<file path="config.mk">
export PLATFORM = sky130hd
export DESIGN_NAME = pipelined_control_unit_flat
export DESIGN_NICKNAME = d
export VERILOG_FILES = /design/src/rtl/pipelined_control_unit_if.sv /design/src/rtl/pipelined_control_unit.sv /design/src/flat_wrapper.sv
export SDC_FILE = /design/constraint.sdc
export NUM_CORES = 1
export LEC_CHECK = 0
export CORE_MARGIN = 1.5
export CORE_UTILIZATION = 40
export CTS_CLUSTER_SIZE = 30
export DETAILED_ROUTE_END_ITERATION = 12
export GPL_ROUTABILITY_DRIVEN = 0
export GPL_TIMING_DRIVEN = 0
export PLACE_DENSITY = 0.65
export SETUP_SLACK_MARGIN = 0.2
export SLEW_MARGIN = 30
export SYNTH_ARGS = -nofsm -noshare
export SYNTH_HDL_FRONTEND = slang
export SYNTH_SLANG_ARGS = --single-unit
</file>
<file path="constraint.sdc">
create_clock -name clk -period 3.7 [get_ports clk]
set_input_delay 0.74 -clock clk [delete_from_list [all_inputs] [get_ports clk]]
set_output_delay 0.74 -clock clk [all_outputs]
set_load 0.02 [all_outputs]
</file>
<file path="src/rtl/pipelined_control_unit_if.sv">
// Bundle of ID-stage inputs and registered pipeline control outputs for the TSC control unit.
interface pipelined_control_unit_if #(
  parameter int REG_AW = 2,
  parameter int CNT_W  = 16
);
  logic              id_valid;
  logic [3:0]        opcode;
  logic [5:0]        func_code;
  logic [REG_AW-1:0] id_rs;
  logic [REG_AW-1:0] id_rt;
  logic [REG_AW-1:0] id_rd;
  logic              ext_stall;
  logic              flush;
  logic              load_use_stall;
  logic              ex_alu_src;
  logic [1:0]        ex_alu_op;
  logic              ex_is_branch;
  logic              mem_read;
  logic              mem_write;
  logic              wb_reg_write;
  logic              wb_mem_to_reg;
  logic              wb_pc_to_reg;
  logic [REG_AW-1:0] wb_dest;
  logic              wb_wwd;
  logic              halted;
  logic [CNT_W-1:0]  num_inst;

  modport master (
    output id_valid, opcode, func_code, id_rs, id_rt, id_rd, ext_stall, flush,
    input  load_use_stall, ex_alu_src, ex_alu_op, ex_is_branch, mem_read, mem_write,
           wb_reg_write, wb_mem_to_reg, wb_pc_to_reg, wb_dest, wb_wwd, halted, num_inst
  );

  modport slave (
    input  id_valid, opcode, func_code, id_rs, id_rt, id_rd, ext_stall, flush,
    output load_use_stall, ex_alu_src, ex_alu_op, ex_is_branch, mem_read, mem_write,
           wb_reg_write, wb_mem_to_reg, wb_pc_to_reg, wb_dest, wb_wwd, halted, num_inst
  );
endinterface

</file>
<file path="src/rtl/pipelined_control_unit.sv">
// Pipelined TSC control unit: decodes at ID, carries control through PIPE_DEPTH stages,
// handles load-use stall, flush, external stall, HLT latching and retire counting.
//
// state  | meaning
// S_RUN  | pipeline advances normally
// S_HALT | HLT has retired; every stage loads bubbles until reset
module pipelined_control_unit #(
  parameter int PIPE_DEPTH = 3,
  parameter int REG_AW     = 2,
  parameter int CNT_W      = 16
) (
  input logic                     clk,
  input logic                     reset,
  pipelined_control_unit_if.slave bus
);
  localparam logic [3:0] OP_BNE = 4'd0,  OP_BEQ = 4'd1,  OP_BGZ = 4'd2,  OP_BLZ = 4'd3;
  localparam logic [3:0] OP_ADI = 4'd4,  OP_ORI = 4'd5,  OP_LHI = 4'd6,  OP_LWD = 4'd7;
  localparam logic [3:0] OP_SWD = 4'd8,  OP_JMP = 4'd9,  OP_JAL = 4'd10, OP_ALU = 4'd15;
  localparam logic [5:0] F_ADD = 6'd0, F_SUB = 6'd1, F_AND = 6'd2, F_ORR = 6'd3;
  localparam logic [5:0] F_NOT = 6'd4, F_TCP = 6'd5, F_SHL = 6'd6, F_SHR = 6'd7;
  localparam logic [5:0] F_JPR = 6'd25, F_JRL = 6'd26, F_WWD = 6'd28, F_HLT = 6'd29;

  typedef enum logic {S_RUN = 1'b0, S_HALT = 1'b1} state_t;

  typedef struct packed {
    logic              valid;
    logic              alu_src;
    logic [1:0]        alu_op;
    logic              is_branch;
    logic              mem_read;
    logic              mem_write;
    logic              reg_write;
    logic              mem_to_reg;
    logic              pc_to_reg;
    logic              wwd;
    logic              hlt;
    logic [REG_AW-1:0] dest;
  } ctrl_t;

  state_t           state_q, state_d;
  ctrl_t            stg_q [1:PIPE_DEPTH];
  ctrl_t            stg_d [1:PIPE_DEPTH];
  logic [CNT_W-1:0] num_inst_q, num_inst_d;
  ctrl_t            id_ctrl;
  logic             reads_rt;
  logic             hazard;

  always_comb begin
    id_ctrl       = '0;
    id_ctrl.valid = 1'b1;
    reads_rt      = 1'b0;
    case (bus.opcode)
      OP_ADI, OP_ORI, OP_LHI: begin
        id_ctrl.alu_src   = 1'b1;
        id_ctrl.reg_write = 1'b1;
        id_ctrl.dest      = bus.id_rt;
        id_ctrl.alu_op    = (bus.opcode == OP_ORI) ? 2'd2 :
                            (bus.opcode == OP_LHI) ? 2'd3 : 2'd0;
      end
      OP_LWD: begin
        id_ctrl.alu_src    = 1'b1;
        id_ctrl.mem_read   = 1'b1;
        id_ctrl.reg_write  = 1'b1;
        id_ctrl.mem_to_reg = 1'b1;
        id_ctrl.dest       = bus.id_rt;
      end
      OP_SWD: begin
        id_ctrl.alu_src   = 1'b1;
        id_ctrl.mem_write = 1'b1;
        id_ctrl.dest      = bus.id_rt;
        reads_rt          = 1'b1;
      end
      OP_BNE, OP_BEQ, OP_BGZ, OP_BLZ: begin
        id_ctrl.is_branch = 1'b1;
        id_ctrl.dest      = bus.id_rt;
        reads_rt          = (bus.opcode == OP_BNE) || (bus.opcode == OP_BEQ);
      end
      OP_JMP: id_ctrl.dest = bus.id_rt;
      OP_JAL: begin
        id_ctrl.reg_write = 1'b1;
        id_ctrl.pc_to_reg = 1'b1;
        id_ctrl.dest      = REG_AW'(2);
      end
      OP_ALU: begin
        reads_rt       = 1'b1;
        id_ctrl.alu_op = 2'd1;
        id_ctrl.dest   = bus.id_rd;
        case (bus.func_code)
          F_ADD, F_SUB, F_AND, F_ORR, F_NOT, F_TCP, F_SHL, F_SHR: id_ctrl.reg_write = 1'b1;
          F_JPR: ;
          F_JRL: begin
            id_ctrl.reg_write = 1'b1;
            id_ctrl.pc_to_reg = 1'b1;
            id_ctrl.dest      = REG_AW'(2);
          end
          F_WWD: id_ctrl.wwd = 1'b1;
          F_HLT: id_ctrl.hlt = 1'b1;
          default: begin
            id_ctrl       = '0;
            id_ctrl.valid = 1'b1;
          end
        endcase
      end
      default: ;
    endcase
  end

  assign hazard = stg_q[1].valid && stg_q[1].mem_read &&
                  ((stg_q[1].dest == bus.id_rs) || (reads_rt && (stg_q[1].dest == bus.id_rt)));

  // A flush only squashes ID when the pipe is actually moving this edge.
  assign bus.load_use_stall = hazard && bus.id_valid && (state_q == S_RUN) && !reset &&
                              !(bus.flush && !bus.ext_stall);

  always_comb begin
    stg_d      = stg_q;
    state_d    = state_q;
    num_inst_d = num_inst_q;
    case (state_q)
      S_HALT: begin
        for (int i = 1; i <= PIPE_DEPTH; i++) stg_d[i] = '0;
      end
      default: begin
        if (!bus.ext_stall) begin
          stg_d[1] = (bus.id_valid && !bus.flush && !hazard) ? id_ctrl : '0;
          for (int i = 2; i <= PIPE_DEPTH; i++) stg_d[i] = stg_q[i-1];
          if (stg_q[PIPE_DEPTH-1].valid) begin
            num_inst_d = num_inst_q + CNT_W'(1);
            if (stg_q[PIPE_DEPTH-1].hlt) state_d = S_HALT;
          end
        end
      end
    endcase
  end

  always_ff @(posedge clk) begin
    if (reset) begin
      state_q    <= S_RUN;
      num_inst_q <= '0;
      for (int i = 1; i <= PIPE_DEPTH; i++) stg_q[i] <= '0;
    end else begin
      state_q    <= state_d;
      num_inst_q <= num_inst_d;
      stg_q      <= stg_d;
    end
  end

  assign bus.ex_alu_src    = stg_q[1].alu_src;
  assign bus.ex_alu_op     = stg_q[1].alu_op;
  assign bus.ex_is_branch  = stg_q[1].is_branch;
  assign bus.mem_read      = stg_q[PIPE_DEPTH-1].mem_read;
  assign bus.mem_write     = stg_q[PIPE_DEPTH-1].mem_write;
  assign bus.wb_reg_write  = stg_q[PIPE_DEPTH].reg_write;
  assign bus.wb_mem_to_reg = stg_q[PIPE_DEPTH].mem_to_reg;
  assign bus.wb_pc_to_reg  = stg_q[PIPE_DEPTH].pc_to_reg;
  assign bus.wb_dest       = stg_q[PIPE_DEPTH].dest;
  assign bus.wb_wwd        = stg_q[PIPE_DEPTH].wwd;
  assign bus.halted        = (state_q == S_HALT);
  assign bus.num_inst      = num_inst_q;
endmodule
</file>
<file path="src/flat_wrapper.sv">
// flat-port wrapper written by rule: the top's interface ports become plain ports
module pipelined_control_unit_flat 
#(
  parameter int PIPE_DEPTH = 3,
  parameter int REG_AW     = 2,
  parameter int CNT_W      = 16
)
  (clk, reset, bus_id_valid, bus_opcode, bus_func_code, bus_id_rs, bus_id_rt, bus_id_rd, bus_ext_stall, bus_flush, bus_load_use_stall, bus_ex_alu_src, bus_ex_alu_op, bus_ex_is_branch, bus_mem_read, bus_mem_write, bus_wb_reg_write, bus_wb_mem_to_reg, bus_wb_pc_to_reg, bus_wb_dest, bus_wb_wwd, bus_halted, bus_num_inst);
  pipelined_control_unit_if #(.REG_AW(REG_AW), .CNT_W(CNT_W)) bus_i ();
  input logic clk;
  input logic reset;
  input wire logic [$bits(bus_i.id_valid)-1:0] bus_id_valid;
  input wire logic [$bits(bus_i.opcode)-1:0] bus_opcode;
  input wire logic [$bits(bus_i.func_code)-1:0] bus_func_code;
  input wire logic [$bits(bus_i.id_rs)-1:0] bus_id_rs;
  input wire logic [$bits(bus_i.id_rt)-1:0] bus_id_rt;
  input wire logic [$bits(bus_i.id_rd)-1:0] bus_id_rd;
  input wire logic [$bits(bus_i.ext_stall)-1:0] bus_ext_stall;
  input wire logic [$bits(bus_i.flush)-1:0] bus_flush;
  output wire logic [$bits(bus_i.load_use_stall)-1:0] bus_load_use_stall;
  output wire logic [$bits(bus_i.ex_alu_src)-1:0] bus_ex_alu_src;
  output wire logic [$bits(bus_i.ex_alu_op)-1:0] bus_ex_alu_op;
  output wire logic [$bits(bus_i.ex_is_branch)-1:0] bus_ex_is_branch;
  output wire logic [$bits(bus_i.mem_read)-1:0] bus_mem_read;
  output wire logic [$bits(bus_i.mem_write)-1:0] bus_mem_write;
  output wire logic [$bits(bus_i.wb_reg_write)-1:0] bus_wb_reg_write;
  output wire logic [$bits(bus_i.wb_mem_to_reg)-1:0] bus_wb_mem_to_reg;
  output wire logic [$bits(bus_i.wb_pc_to_reg)-1:0] bus_wb_pc_to_reg;
  output wire logic [$bits(bus_i.wb_dest)-1:0] bus_wb_dest;
  output wire logic [$bits(bus_i.wb_wwd)-1:0] bus_wb_wwd;
  output wire logic [$bits(bus_i.halted)-1:0] bus_halted;
  output wire logic [$bits(bus_i.num_inst)-1:0] bus_num_inst;
  assign bus_i.id_valid = bus_id_valid;
  assign bus_i.opcode = bus_opcode;
  assign bus_i.func_code = bus_func_code;
  assign bus_i.id_rs = bus_id_rs;
  assign bus_i.id_rt = bus_id_rt;
  assign bus_i.id_rd = bus_id_rd;
  assign bus_i.ext_stall = bus_ext_stall;
  assign bus_i.flush = bus_flush;
  assign bus_load_use_stall = bus_i.load_use_stall;
  assign bus_ex_alu_src = bus_i.ex_alu_src;
  assign bus_ex_alu_op = bus_i.ex_alu_op;
  assign bus_ex_is_branch = bus_i.ex_is_branch;
  assign bus_mem_read = bus_i.mem_read;
  assign bus_mem_write = bus_i.mem_write;
  assign bus_wb_reg_write = bus_i.wb_reg_write;
  assign bus_wb_mem_to_reg = bus_i.wb_mem_to_reg;
  assign bus_wb_pc_to_reg = bus_i.wb_pc_to_reg;
  assign bus_wb_dest = bus_i.wb_dest;
  assign bus_wb_wwd = bus_i.wb_wwd;
  assign bus_halted = bus_i.halted;
  assign bus_num_inst = bus_i.num_inst;
  pipelined_control_unit #(.PIPE_DEPTH(PIPE_DEPTH), .REG_AW(REG_AW), .CNT_W(CNT_W)) u_core (.clk(clk), .reset(reset), .bus(bus_i));
endmodule
</file>
==> metrics.csv, run 1 <==
stage,metric,value,unit
yosys,cells after synthesis,235,
finish,Final Core Density,55.6,%
sta,hold slack,462,ps
setup_path,kind of critical path,input port to output pin,
finish,final net count,308,
clock_network,TritonCTS clock tree,built,
routing,DRC viols,0,
clock_network,Clock Tree Root,clkbuf_8,
sta,Clock Skew,8.22,ps
placement,Place WS,73.4,ps
power,PD cells,357,nW/um^2
setup_path,worst reg2reg path depth,5,
sta,slew margin rel.,50.1,%
setup_path,critical path endpoint category,output pin,
outcome,outcome,completed,
floorplanning,Rows,25,
yosys,top-area cell type share of the netlist area,44.2,%
yosys,Synth area leaders,"dfxtp_1 (44%), nor2_1 (8.3%), mux2i_1 (7.9%)",
setup_path,"Req. time, crit path",2960,ps
grt,largest net degree at the start of global routing,14,
routing,post-detailed-route via-to-cell ratio,4.93,
routing,Initial DRC Count,63,
sta,Final Max Tran Viols,0,
min_path,Hold Path Class,flop to flop,
yosys,sequential area share after synthesis,44.2,%
grt,global-route wire length before repair,6.95,mm
setup_path,WP data arrival,2520,ps
finish,most frequent cells in the layout,"nor2_1 (45), dfxtp_1 (45), clkdlybuf4s50_1 (43)",
sta,Final Setup Violations,0,
min_path,hold path cells,2,
setup_path,flop-to-flop setup slack,1970,ps
floorplanning,Initial Util,42.3,%
yosys,Synth Area per Inst,8.68,um^2
routing,final WL,4.20,mm
clock_network,Skew-Pair Late Insertion Delay,300,ps
grt,grt ovf,0,
floorplanning,Die Wd,74.4,um
finish,Layout area overhead,31.3,%
clock_network,Worst-path clk slew,90,ps
sta,Final Cycle Share,88.2,%
grt,vias in the first global route,1562,
finish,number of diodes,0,
power,Leak,1.02,nW
routing,TritonRoute pass-1 iters,4,
clock_network,total CTS buffers,5,
yosys,#FFs+latches synth,45,
yosys,Yosys warning total,0,
clock_network,clock buffer depth,2,
floorplanning,DIE AREA,5540,um^2
finish,share of cells above drive strength 1,7.32,%
sta,Setup TNS,0,ps
placement,# port buffers,44,
yosys,post-synth top area cell,dfxtp_1,
clock_network,CTS Hold Bufs,0,
sta,Final Hold Vio Count,0,
setup_path,worst-path fanout max,2,
yosys,Yosys cell types,40,
setup_path,Setup crit start kind,input port,
flow_run,total of max-cap violations,0,
min_path,Hold Startpoint,u_core.bus.ex_alu_op[1],
sta,RSZ-0062 raised after global routing,false,
routing,Vias,1746,
sta,min Tclk post-route,3260,ps
sta,pin slew with the least headroom to its limit,743,ps
power,worst vdd ir,0.224,mV
yosys,Mapped Area,2040,um^2
routing,average wire per standard cell,11.9,um
routing,Routed Antenna Nets,0,
min_path,WHS Endpoint,u_core.bus.ex_alu_op[1],
floorplanning,Die Ht,74.4,um
setup_path,R2R Path End,u_core.stg_q[32],
placement,post-DP HPWL,3.13,mm
sta,Max Freq,306,MHz
yosys,syn nets,257,
grt,GRT Total Usage,16.4,%
setup_path,Critical R2R Launch,u_core.stg_q[29],
floorplanning,CORE AREA,4820,um^2
clock_network,H-tree depth,2,
sta,worst setup margin,437,ps
clock_network,clk sinks,45,
grt,initial antenna violation count,0,
floorplanning,Top Ports,51,
[kinds of logic (layout without fill, tap and decap cells)]
kind of cell / Yosys count / count (layout) / synth area share, %
DFF: 45 / 45 / 44.2
and+or+nand+nor: 99 / 99 / 22.9
muxes: 16 / 16 / 7.85
buffers and inverters: 21 / 73 / 5.46
xor gates and xnor gates: 21 / 21 / 9.02
AOI/OAI and AO/OA: 32 / 32 / 10.0
adders and majority gates: 1 / 1 / 0.613
[cell usage after synthesis (all sizes together)]
| cell type | n |
|---|---|
| a22o | 1 |
| nor3 | 3 |
| a211oi | 3 |
| a221oi | 1 |
| dfxtp | 45 |
| nand3 | 7 |
| nand4 | 8 |
| a32oi | 1 |
| o21ai | 12 |
| o21bai | 1 |
| ha | 1 |
| a311oi | 1 |
| xnor2 | 5 |
| nor4bb | 1 |
| a211o | 1 |
| xor2 | 16 |
| nor2b | 1 |
| a22oi | 3 |
| and4 | 1 |
| nand2 | 21 |
| mux2i | 16 |
| and3 | 2 |
| nor4b | 1 |
| inv | 3 |
| buf | 9 |
| nor2 | 45 |
| clkbuf | 9 |
| a31oi | 2 |
| or3 | 1 |
| a21oi | 5 |
| nand4b | 1 |
| and2 | 3 |
| a2111oi | 1 |
| or2 | 2 |
| nor3b | 2 |
[stage by stage]
step	std cells	total power, mW	instance area [um^2]
2_1_floorplan	235	0.552	2040
3_3_place_gp	346	0.584	2560
3_5_place_dp	346	0.584	2560
4_1_cts	354	0.963	2680
5_1_grt	354	0.991	2680
6_report	354	0.958	2680
[layer usage]
| layer | track usage (%) | up-vias | part of all wire, % |
|---|---|---|---|
| met5 | 0 | - | 0 |
| met4 | 3.64 | 0 | 0.74 |
| met3 | 5.56 | 5 | 5.7 |
| met2 | 27.1 | 47 | 47 |
| met1 | 20.9 | 794 | 47 |
| li1 | - | 900 | - |
[worst max-delay path by stage]
stage	from	end	slack [ps]	cells past startpoint
after detailed placement	bus_id_rt[1]	bus_load_use_stall	70	6
after global placement	bus_id_rt[1]	bus_load_use_stall	110	6
after global routing	bus_id_rt[1]	bus_load_use_stall	240	6
after CTS	bus_id_rt[1]	bus_load_use_stall	390	6
after floorplan	bus_opcode[3]	bus_load_use_stall	570	5
final	bus_id_rt[1]	bus_load_use_stall	440	6
[power breakdown]
part,switching (mW),internal [mW],leakage [nW]
sequential,0.00337,0.488,0.363
combinational,0.0434,0.0382,0.603
clock,0.165,0.220,0.0585
[area by class of cell]
cell class	instances	area [um^2]
buffer	18	100
clock buffer	7	86.3
clock inverter	1	30.0
fill	482	2140
inverter	3	11.3
multi-input combinational	169	1030
sequential	45	901
tap	67	83.8
timing repair buffer	44	439
[critical path, stage by stage]
cell and delay (ps):
clkdlybuf4s50_1 440, xor2_1 150, a211oi_1 280, nor2_1 90, a2111oi_1 430, dlygate4sd2_1 390
[timing repair]
item | 4_1_cts | 5_1_grt
endpoints found under the hold margin | 0 | 0
setup buffers | 0 | 0
resized for setup | 1 | 0
endpoints found under the setup margin | 1 | 0
(Power assumes the default switching activity.)
==> run 2, diff against run 1 <==
--- a/config.mk
+++ b/config.mk
@@ -12,6 +12,7 @@
 export GPL_ROUTABILITY_DRIVEN = 0
 export GPL_TIMING_DRIVEN = 0
 export PLACE_DENSITY = 0.65
+export REMOVE_ABC_BUFFERS = 1
 export SETUP_SLACK_MARGIN = 0.2
 export SLEW_MARGIN = 30
 export SYNTH_ARGS = -nofsm -noshare
==> metrics.csv, run 2 (synthesis gave the netlist of run 1 again) <==
stage,metric,value,unit,change
min_path,hold path cells,2,,unchanged
floorplanning,DIE AREA,5540,um^2,unchanged
setup_path,crit-path cells,clkdlybuf4s50_1 -> xor2_1 -> a211oi_2 -> nor2_1 -> a2111oi_2 -> clkdlybuf4s15_2,,was clkdlybuf4s50_1 -> xor2_1 -> a211oi_1 -> nor2_1 -> a2111oi_1 -> dlygate4sd2_1
finish,fin cells,342,,was 354
sta,Clock Skew,7.62,ps,was 8.22 ps
setup_path,CP Depth,6,,unchanged
clock_network,Skew-Pair Late Insertion Delay,290,ps,was 300 ps
setup_path,Crit path max-delay family,buffers and inverters,,unchanged
placement,Placed Cells,334,,was 346
clock_network,CTS Hold Bufs,0,,unchanged
clock_network,TritonCTS clock tree,built,,unchanged
finish,final net count,296,,was 308
flow_run,total of max-cap violations,0,,unchanged
setup_path,worst reg2reg path depth,5,,unchanged
setup_path,Bufs and invs on worst path,2,,unchanged
power,worst vdd ir,0.147,mV,was 0.224 mV
sta,slew margin rel.,46.6,%,was 50.1%
setup_path,Setup crit start kind,input port,,unchanged
sta,Final Cycle Share,84.3,%,was 88.2%
grt,initial antenna violation count,0,,unchanged
floorplanning,Die Ht,74.4,um,unchanged
clock_network,Worst-path clk slew,80,ps,was 90 ps
setup_path,slowest CP cell,clkdlybuf4s50_1,,unchanged
floorplanning,Top Ports,51,,unchanged
setup_path,"Req. time, crit path",2960,ps,about the same
finish,Final Core Density,54.5,%,was 55.6%
power,PD cells,329,nW/um^2,was 357 nW/um^2
setup_path,Critical Path Max Stage Delay,450,ps,was 440 ps
sta,min Tclk post-route,3120,ps,was 3260 ps
clock_network,total CTS buffers,5,,unchanged
sta,Final Hold Vio Count,0,,unchanged
grt,vias in the first global route,1542,,was 1562
sta,pin slew with the least headroom to its limit,794,ps,was 743 ps
floorplanning,Die Wd,74.4,um,unchanged
routing,average wire per standard cell,12.0,um,was 11.9 um
sta,RSZ-0062 raised after global routing,false,,unchanged
routing,Vias,1696,,was 1746
sta,Final Max Tran Viols,0,,unchanged
sta,Max Freq,321,MHz,was 306 MHz
floorplanning,CORE AREA,4820,um^2,unchanged
setup_path,worst-path fanout max,2,,unchanged
routing,Routed Antenna Nets,0,,unchanged
placement,post-DP HPWL,2.89,mm,was 3.13 mm
min_path,Hold Path Class,flop to flop,,unchanged
power,Leak,1.00,nW,was 1.02 nW
floorplanning,Initial Util,42.3,%,unchanged
grt,grt ovf,0,,unchanged
routing,post-detailed-route via-to-cell ratio,4.96,,was 4.93
grt,GRT Total Usage,15.9,%,was 16.4%
clock_network,clock buffer depth,2,,unchanged
routing,DRC viols,0,,unchanged
floorplanning,Rows,25,,unchanged
clock_network,Clock Tree Root,clkbuf_8,,unchanged
finish,Layout fillers,476,,was 482
finish,most frequent cells in the layout,"nor2_1 (45), dfxtp_1 (45), clkdlybuf4s50_1 (43)",,unchanged
sta,Final Setup Violations,0,,unchanged
routing,Initial DRC Count,75,,was 63
grt,global-route wire length before repair,6.80,mm,was 6.95 mm
routing,TritonRoute pass-1 iters,4,,unchanged
outcome,outcome,completed,,unchanged
clock_network,H-tree depth,2,,unchanged
finish,share of cells above drive strength 1,4.73,%,was 7.32%
setup_path,WP data arrival,2380,ps,was 2520 ps
setup_path,kind of critical path,input port to output pin,,unchanged
finish,Layout area overhead,28.7,%,was 31.3%
routing,final WL,4.10,mm,was 4.20 mm
clock_network,clk sinks,45,,unchanged
setup_path,critical path endpoint category,output pin,,unchanged
grt,largest net degree at the start of global routing,28,,was 14
finish,number of diodes,0,,unchanged
placement,# port buffers,50,,was 44
## run 2: cell types whose count changed in the layout (fill, tap and decap cells not counted), sizes merged
cell and delta:
buf -8, bufinv -1, clkbuf -9, clkdlybuf4s15 +1, clkinvlp +1, dlymetal6s2s +4
## run 2: cell type report
cell class,instances,area (um^2),share of cell area (%)
clock buffers,7,76.3,2.91
repair buffers,50,505,19.3
clock inverters,1,7.51,0.286
well taps,67,83.8,3.19
inverters,3,11.3,0.429
multi-input cells,169,1040,39.6
flip-flops and latches,45,901,34.3
## run 2: worst paths after layout
path | endpoint | slack [ps] | startpoint
worst max-delay path | bus_load_use_stall | 580 | bus_id_rt[1]
worst min register to register | u_core.stg_q[30] | 460 | u_core.stg_q[30]
worst min-delay path | u_core.stg_q[30] | 460 | u_core.stg_q[30]
worst max register to register | u_core.stg_q[29] | 1960 | u_core.stg_q[28]
## run 2: worst reg2reg max path: stages, from the launching register on
cell and delay (ps):
dfxtp_1 430, xor2_1 210, o21ai_0 100, o21ai_1 510
a22oi_1 130, a311oi_1 270
## run 2: metal layers
metal	global-route usage [%]	wire length, um	vias up
li1	-	-	873
met1	20.6	2010	777
met2	24.8	1810	39
met3	4.61	214	7
met4	6.67	59	0
met5	0	0	-
## run 2: power by group
group / switching, mW / leakage, nW / internal [mW]
Combinational: 0.0435 / 0.598 / 0.0384
Clock: 0.157 / 0.0385 / 0.134
Sequential: 0.00345 / 0.363 / 0.488
## run 2: metrics by stage
stage | setup TNS (ps) | setup slack (ps) | hold slack [ps] | total power, mW | area (um^2)
2_1_floorplan | 0 | 722 | 424 | 0.537 | 1940
6_report | 0 | 581 | 463 | 0.864 | 2630
3_3_place_gp | -644 | -644 | 440 | 0.585 | 2520
5_1_grt | 0 | 444 | 488 | 0.908 | 2630
4_1_cts | 0 | 218 | 469 | 0.876 | 2610
3_5_place_dp | -387 | -387 | 445 | 0.584 | 2520
## run 2: timing repair
action	CTS	global route
setup endpoints to repair	1	1
buffers inserted	0	0
gates resized for setup	7	5
pin swaps	0	0
